===== src/rtl/line_write_combiner.sv =====
// Write-combining buffer: merges 16-bit byte-enabled word writes into one staged
// 128-bit line and issues it as a single masked line write to the memory side.
module line_write_combiner #(
  parameter int TIMEOUT = 16
) (
  input  logic         clk,
  input  logic         reset_n,
  input  logic         wr_valid,
  output logic         wr_ready,
  input  logic [15:0]  wr_addr,
  input  logic [15:0]  wr_data,
  input  logic [1:0]   wr_byte_en,
  input  logic         flush,
  output logic         empty,
  output logic         mem_write,
  output logic [15:0]  mem_address,
  output logic [127:0] mem_wdata,
  output logic [15:0]  mem_byte_en,
  input  logic         mem_resp,
  output logic [1:0]   dbg_state
);

  // Handshake: a write transfers on a rising clk edge where wr_valid && wr_ready;
  // wr_ready never depends on wr_valid. mem_write is held until a one-cycle mem_resp.

  typedef enum logic [1:0] {
    S_EMPTY   = 2'd0,
    S_COLLECT = 2'd1,
    S_DRAIN   = 2'd2
  } state_t;

  // A zero TIMEOUT still needs a legal one-bit counter.
  localparam int IW = (TIMEOUT > 0) ? $clog2(TIMEOUT + 1) : 1;
  localparam logic [IW-1:0] TO_V = IW'(TIMEOUT);

  state_t          state_q, state_d;
  logic [11:0]     tag_q, tag_d;
  logic [127:0]    line_q, line_d;
  logic [15:0]     mask_q, mask_d;
  logic [IW-1:0]   idle_q, idle_d;

  logic            tag_match;
  logic            accept;
  logic            timeout_hit;
  logic [2:0]      offset;
  logic [127:0]    merge_line;
  logic [15:0]     merge_mask;
  logic            addr_lsb_unused;

  assign addr_lsb_unused = wr_addr[0];
  assign tag_match   = (wr_addr[15:4] == tag_q);
  assign offset      = wr_addr[3:1];
  assign timeout_hit = (TIMEOUT != 0) && (idle_q == TO_V);

  always_comb begin
    wr_ready = 1'b0;
    case (state_q)
      S_EMPTY:   wr_ready = 1'b1;
      S_COLLECT: wr_ready = tag_match && !flush;
      default:   wr_ready = 1'b0;
    endcase
  end

  assign accept = wr_valid && wr_ready;

  // A new line starts from a cleared base; otherwise merge onto the staged line.
  always_comb begin
    merge_line = (state_q == S_EMPTY) ? 128'd0 : line_q;
    merge_mask = (state_q == S_EMPTY) ? 16'd0  : mask_q;
    for (int i = 0; i < 8; i++) begin
      if (offset == 3'(i)) begin
        if (wr_byte_en[0]) begin
          merge_line[16*i +: 8]   = wr_data[7:0];
          merge_mask[2*i]         = 1'b1;
        end
        if (wr_byte_en[1]) begin
          merge_line[16*i+8 +: 8] = wr_data[15:8];
          merge_mask[2*i+1]       = 1'b1;
        end
      end
    end
  end

  always_comb begin
    state_d = state_q;
    tag_d   = tag_q;
    line_d  = line_q;
    mask_d  = mask_q;
    idle_d  = idle_q;
    case (state_q)
      S_EMPTY: begin
        if (accept && (wr_byte_en != 2'b00)) begin
          tag_d   = wr_addr[15:4];
          line_d  = merge_line;
          mask_d  = merge_mask;
          idle_d  = '0;
          state_d = S_COLLECT;
        end
      end
      S_COLLECT: begin
        if (accept) begin
          line_d = merge_line;
          mask_d = merge_mask;
          idle_d = '0;
        end else if (idle_q != TO_V) begin
          idle_d = idle_q + 1'b1;
        end
        if (flush || (wr_valid && !tag_match) || (mask_d == 16'hFFFF) || timeout_hit) begin
          state_d = S_DRAIN;
          idle_d  = '0;
        end
      end
      S_DRAIN: begin
        if (mem_resp) begin
          mask_d  = 16'd0;
          state_d = S_EMPTY;
        end
      end
      default: state_d = S_EMPTY;
    endcase
  end

  always_ff @(posedge clk or negedge reset_n) begin
    if (!reset_n) begin
      state_q <= S_EMPTY;
      tag_q   <= 12'd0;
      line_q  <= 128'd0;
      mask_q  <= 16'd0;
      idle_q  <= '0;
    end else begin
      state_q <= state_d;
      tag_q   <= tag_d;
      line_q  <= line_d;
      mask_q  <= mask_d;
      idle_q  <= idle_d;
    end
  end

  assign empty       = (state_q == S_EMPTY);
  assign mem_write   = (state_q == S_DRAIN);
  assign mem_address = {tag_q, 4'b0000};
  assign mem_wdata   = line_q;
  assign mem_byte_en = mask_q;
  assign dbg_state   = state_q;

endmodule

===== config.mk =====
export PLATFORM = sky130hd
export DESIGN_NAME = line_write_combiner
export DESIGN_NICKNAME = d
export VERILOG_FILES = /design/src/rtl/line_write_combiner.sv
export SDC_FILE = /design/constraint.sdc
export NUM_CORES = 1
export LEC_CHECK = 0
export CORE_ASPECT_RATIO = 0.7
export CORE_MARGIN = 5
export CORE_UTILIZATION = 48
export DETAILED_ROUTE_END_ITERATION = 16
export PLACE_DENSITY = 0.8
export RECOVER_POWER = 25
export SLEW_MARGIN = 20
export SYNTH_ARGS = -nofsm -noshare
export SYNTH_HDL_FRONTEND = slang
export SYNTH_SLANG_ARGS = --single-unit

===== constraint.sdc =====
create_clock -name clk -period 2.7 [get_ports clk]
set_input_delay 0.54 -clock clk [delete_from_list [all_inputs] [get_ports clk]]
set_output_delay 0.54 -clock clk [all_outputs]
set_load 0.05 [all_outputs]

==> results.md <==
- Grt ovf: 0
- Vias: a little over 6000
- Initial core utilization: 48.8%
- Area growth, synth to finish: 45.3%
- Post-Syn Area per Cell: 12.2 sq um
- Critical path startpoint category: primary input
- Clk slew on worst S/H paths: ~0.070 ns
- Clk sinks: about 160
- Hpwl dp: ~16000 microns
- # DRC: 0
- IO Port Bufs: between 150 and 200
- Pre-CTS setup slack: -0.287 ns
- Fin. Hold Viols: 0
- Vias per cell: 5.87
- Combinational fraction of design power: 52.4%
- Clk Latency, worst-skew pair: 0.44 ns
- Pint: 7.17 mW
- Slew Limit Fails: 110
- Worst IR Drop VDD: 784 uV
- Routed Antenna Nets: 0
- Total Wirelength: 22600 microns
- Distinct cells, synth: 50
- Flops & latches, synth: 163
- Largest net degree at the start of global routing: 78
- Cell Count, Final, Fillers Out: roughly 1000
- Gr usage total: 26.2%
- Die Width: 156 microns
- Inst Count DP: 1010
- Sw Ratio: 46.8%
- Tot Pwr: 13.5 mW
- DP Area: approximately 0.01 sq mm
- Register area share after synthesis: about 57%
- First DRT Iteration DRCs: 629
- Skew final: 0.0136 ns
- Hold Buf Count CTS: 0
- MaxCap Viol Count: 2
- Vias in the first global route: 6342
- Post-synthesis cell area: ~0.0071 sq mm
- Status: finished with violations
- Critical Path RT: 2.16 ns
- Die Y: 112 microns
- DRT Pass-1 Iters: 5
- Cell count after synthesis: about 590
- Slew at the pin closest to its max-slew limit: about 1.8 ns
- Max Fanout on Critical Path: 2
- Min cycle time layout: approximately 2.6 ns
- CTS tree: yes
- Power Dens Cells: 1300 mW/mm^2
- Initial antenna violation count: 0
- Number of diodes: 0
- Commonest non-fill, non-tap cell in the layout: clkdlybuf4s50_1
- RSZ-0062 raised after global routing: no
- Clk pwr share: a little under a fifth
- Root buffer cell: clkbuf_16
- Hold Crit Class: in2async
- Setup-failing EPs final: 0
- # nets final: 880
- # IOs: 204
- H-Tree Level Count: 4
- Fin worst setup slack: 0.104 ns
- Layout cells sized above 1: 14.5%
- Fin area: 0.0104 sq mm
- FFs w/ async S/R, synth: 100%
- Static leakage: 4.35 nW
- Peak Freq: 385 MHz
- GPL Wtd Cong: around 0.94
- DR WL/cell: ~22 microns
- Crit path DAT: between 2 and 2.5 ns
- Worst Setup End Kind: primary output
- Core area: 0.0146 sq mm
- Top FF cell, synth: dfrtp_1
- Count of flip-flops with a built-in enable after synthesis: 0
- Seq pwr share: 28.4%
- FP Rows: 37
- Total number of yosys warnings: 0
- Final Cycle Share: 96.2%
- Failing checks: max-capacitance violations, max-slew violations
- Fill cells: approximately 1000
- Worst Setup Path Type: in2out
- CTS Buffer Depth: 2
- Global-route wire length before repair: ~36000 microns
- Switch Pwr: 6.31 mW
- Most frequent cells in the layout: 192 x clkdlybuf4s50_1, 162 x dfrtp_1, 88 x o2bb2ai_1, 57 x buf_4, 56 x nand2_1
- CTS buffer count: 17
- Slew HR: -20.8%
- DIE AREA: roughly 0.017 sq mm
routing by layer:
metal / routed length (microns) / share of wire (%) / vias to the layer above / track usage [%]
met5: 0 / 0 / - / 0
met4: 379 / 1.7 / 0 / 6.94
met3: 2470 / 11 / 48 / 9.63
met2: 10100 / 45 / 312 / 39.1
met1: 9660 / 43 / 3034 / 36.4
li1: - / - / 2726 / -
power groups by stage:
stage	clock [mW]	sequential, mW	combinational (mW)
5_1_grt	2.74	3.93	7.35
3_5_place_dp	0	3.83	7.03
4_1_cts	2.62	3.82	7.06
2_1_floorplan	0	6.42	1.81
3_3_place_gp	0	3.80	6.92
6_report	2.59	3.83	7.06
registers in the layout (all words and copies together), names as in the netlist:
name,count
dbg_state,2
mem_byte_en,16
tag_q,12
idle_q,5
mem_wdata,128
final cells by class:
| cell class | count | area, sq um | share of cell area (%) |
|---|---|---|---|
| inverter | 10 | 37.5 | 0.362 |
| clock buffer | 19 | 453 | 4.37 |
| tap | 195 | 244 | 2.35 |
| timing repair buffer | 261 | 2510 | 24.2 |
| clock inverter | 13 | 181 | 1.75 |
| multi-input combinational | 382 | 2860 | 27.6 |
| sequential | 163 | 4080 | 39.3 |
synthesized netlist by cell type (4+ instances only):
cell type,instances,area (sq um)
a21oi_1,23,115
a22o_1,35,307
a32o_1,8,80.1
and2_1,9,56.3
buf_2,7,35.0
buf_4,9,67.6
clkbuf_1,13,48.8
dfrtp_1,163,4080
ha_1,6,75.1
inv_1,10,37.5
mux2_1,11,124
nand2_1,56,210
nand2b_1,5,31.3
nand3_1,13,65.1
nor2_1,13,48.8
nor2b_1,21,131
nor3_1,4,20.0
o21a_1,4,30.0
o21ai_0,4,20.0
o21ai_2,5,43.8
o21ai_4,10,163
o221ai_1,17,149
o2bb2ai_1,88,771
xor2_1,12,105
through the flow:
step / util, % / hold slack [ns] / TNS [ns]
after floorplan: - / 0.244 / 0
after global placement: 66.6 / 0.475 / -20.87
after detailed placement: 66.6 / 0.474 / -33.75
after CTS: 70.9 / 0.0300 / 0
after global routing: 70.9 / 0.0400 / 0
final: 70.9 / 0.00590 / 0
timing repair:
item                                    CTS  global route
buffers inserted                          0             1
resized for setup                         0             5
endpoints found under the setup margin    0            30
hold endpoints to repair                  0             0
worst paths after layout:
path                                                 from                          to  slack, ns  cells after the start
worst min-delay path                              reset_n   mem_wdata[29]$_DFFE_PN0P_      0.006                      1
min in group clk                               wr_addr[7]        tag_q[3]$_DFFE_PN0P_       0.40                      2
max in group asynchronous                         reset_n  mem_wdata[122]$_DFFE_PN0P_       0.56                      2
worst max register to register   dbg_state[1]$_DFFE_PN0P_    dbg_state[0]$_DFFE_PN0P_       0.18                     10
worst max-delay path                           wr_addr[9]                    wr_ready       0.10                      7
worst min register to register  mem_wdata[57]$_DFFE_PN0P_   mem_wdata[57]$_DFFE_PN0P_       0.49                      1
cell families (layout without fill, tap and decap cells):
| logic type | Yosys count | count (layout) | synth area share [%] |
|---|---|---|---|
| AND/OR/NAND/NOR | 137 | 137 | 9.71 |
| other | 1 | 4 | 0.0525 |
| flip-flops | 163 | 163 | 57.2 |
| multiplexers | 16 | 16 | 2.47 |
| adder cells (fa/ha/maj) | 6 | 6 | 1.05 |
| XOR/XNOR | 13 | 13 | 1.60 |
| AO/OA/AOI/OAI | 206 | 206 | 24.9 |
| buffers and inverters | 43 | 303 | 3.09 |
critical path: stages:
cell and delay (ns):
clkdlybuf4s50_1 0.44, xor2_1 0.16, nor4_2 0.32, nand3_1 0.15
nor2_2 0.16, or2_4 0.15, buf_12 0.13
Power figures use the tool's default switching activity.
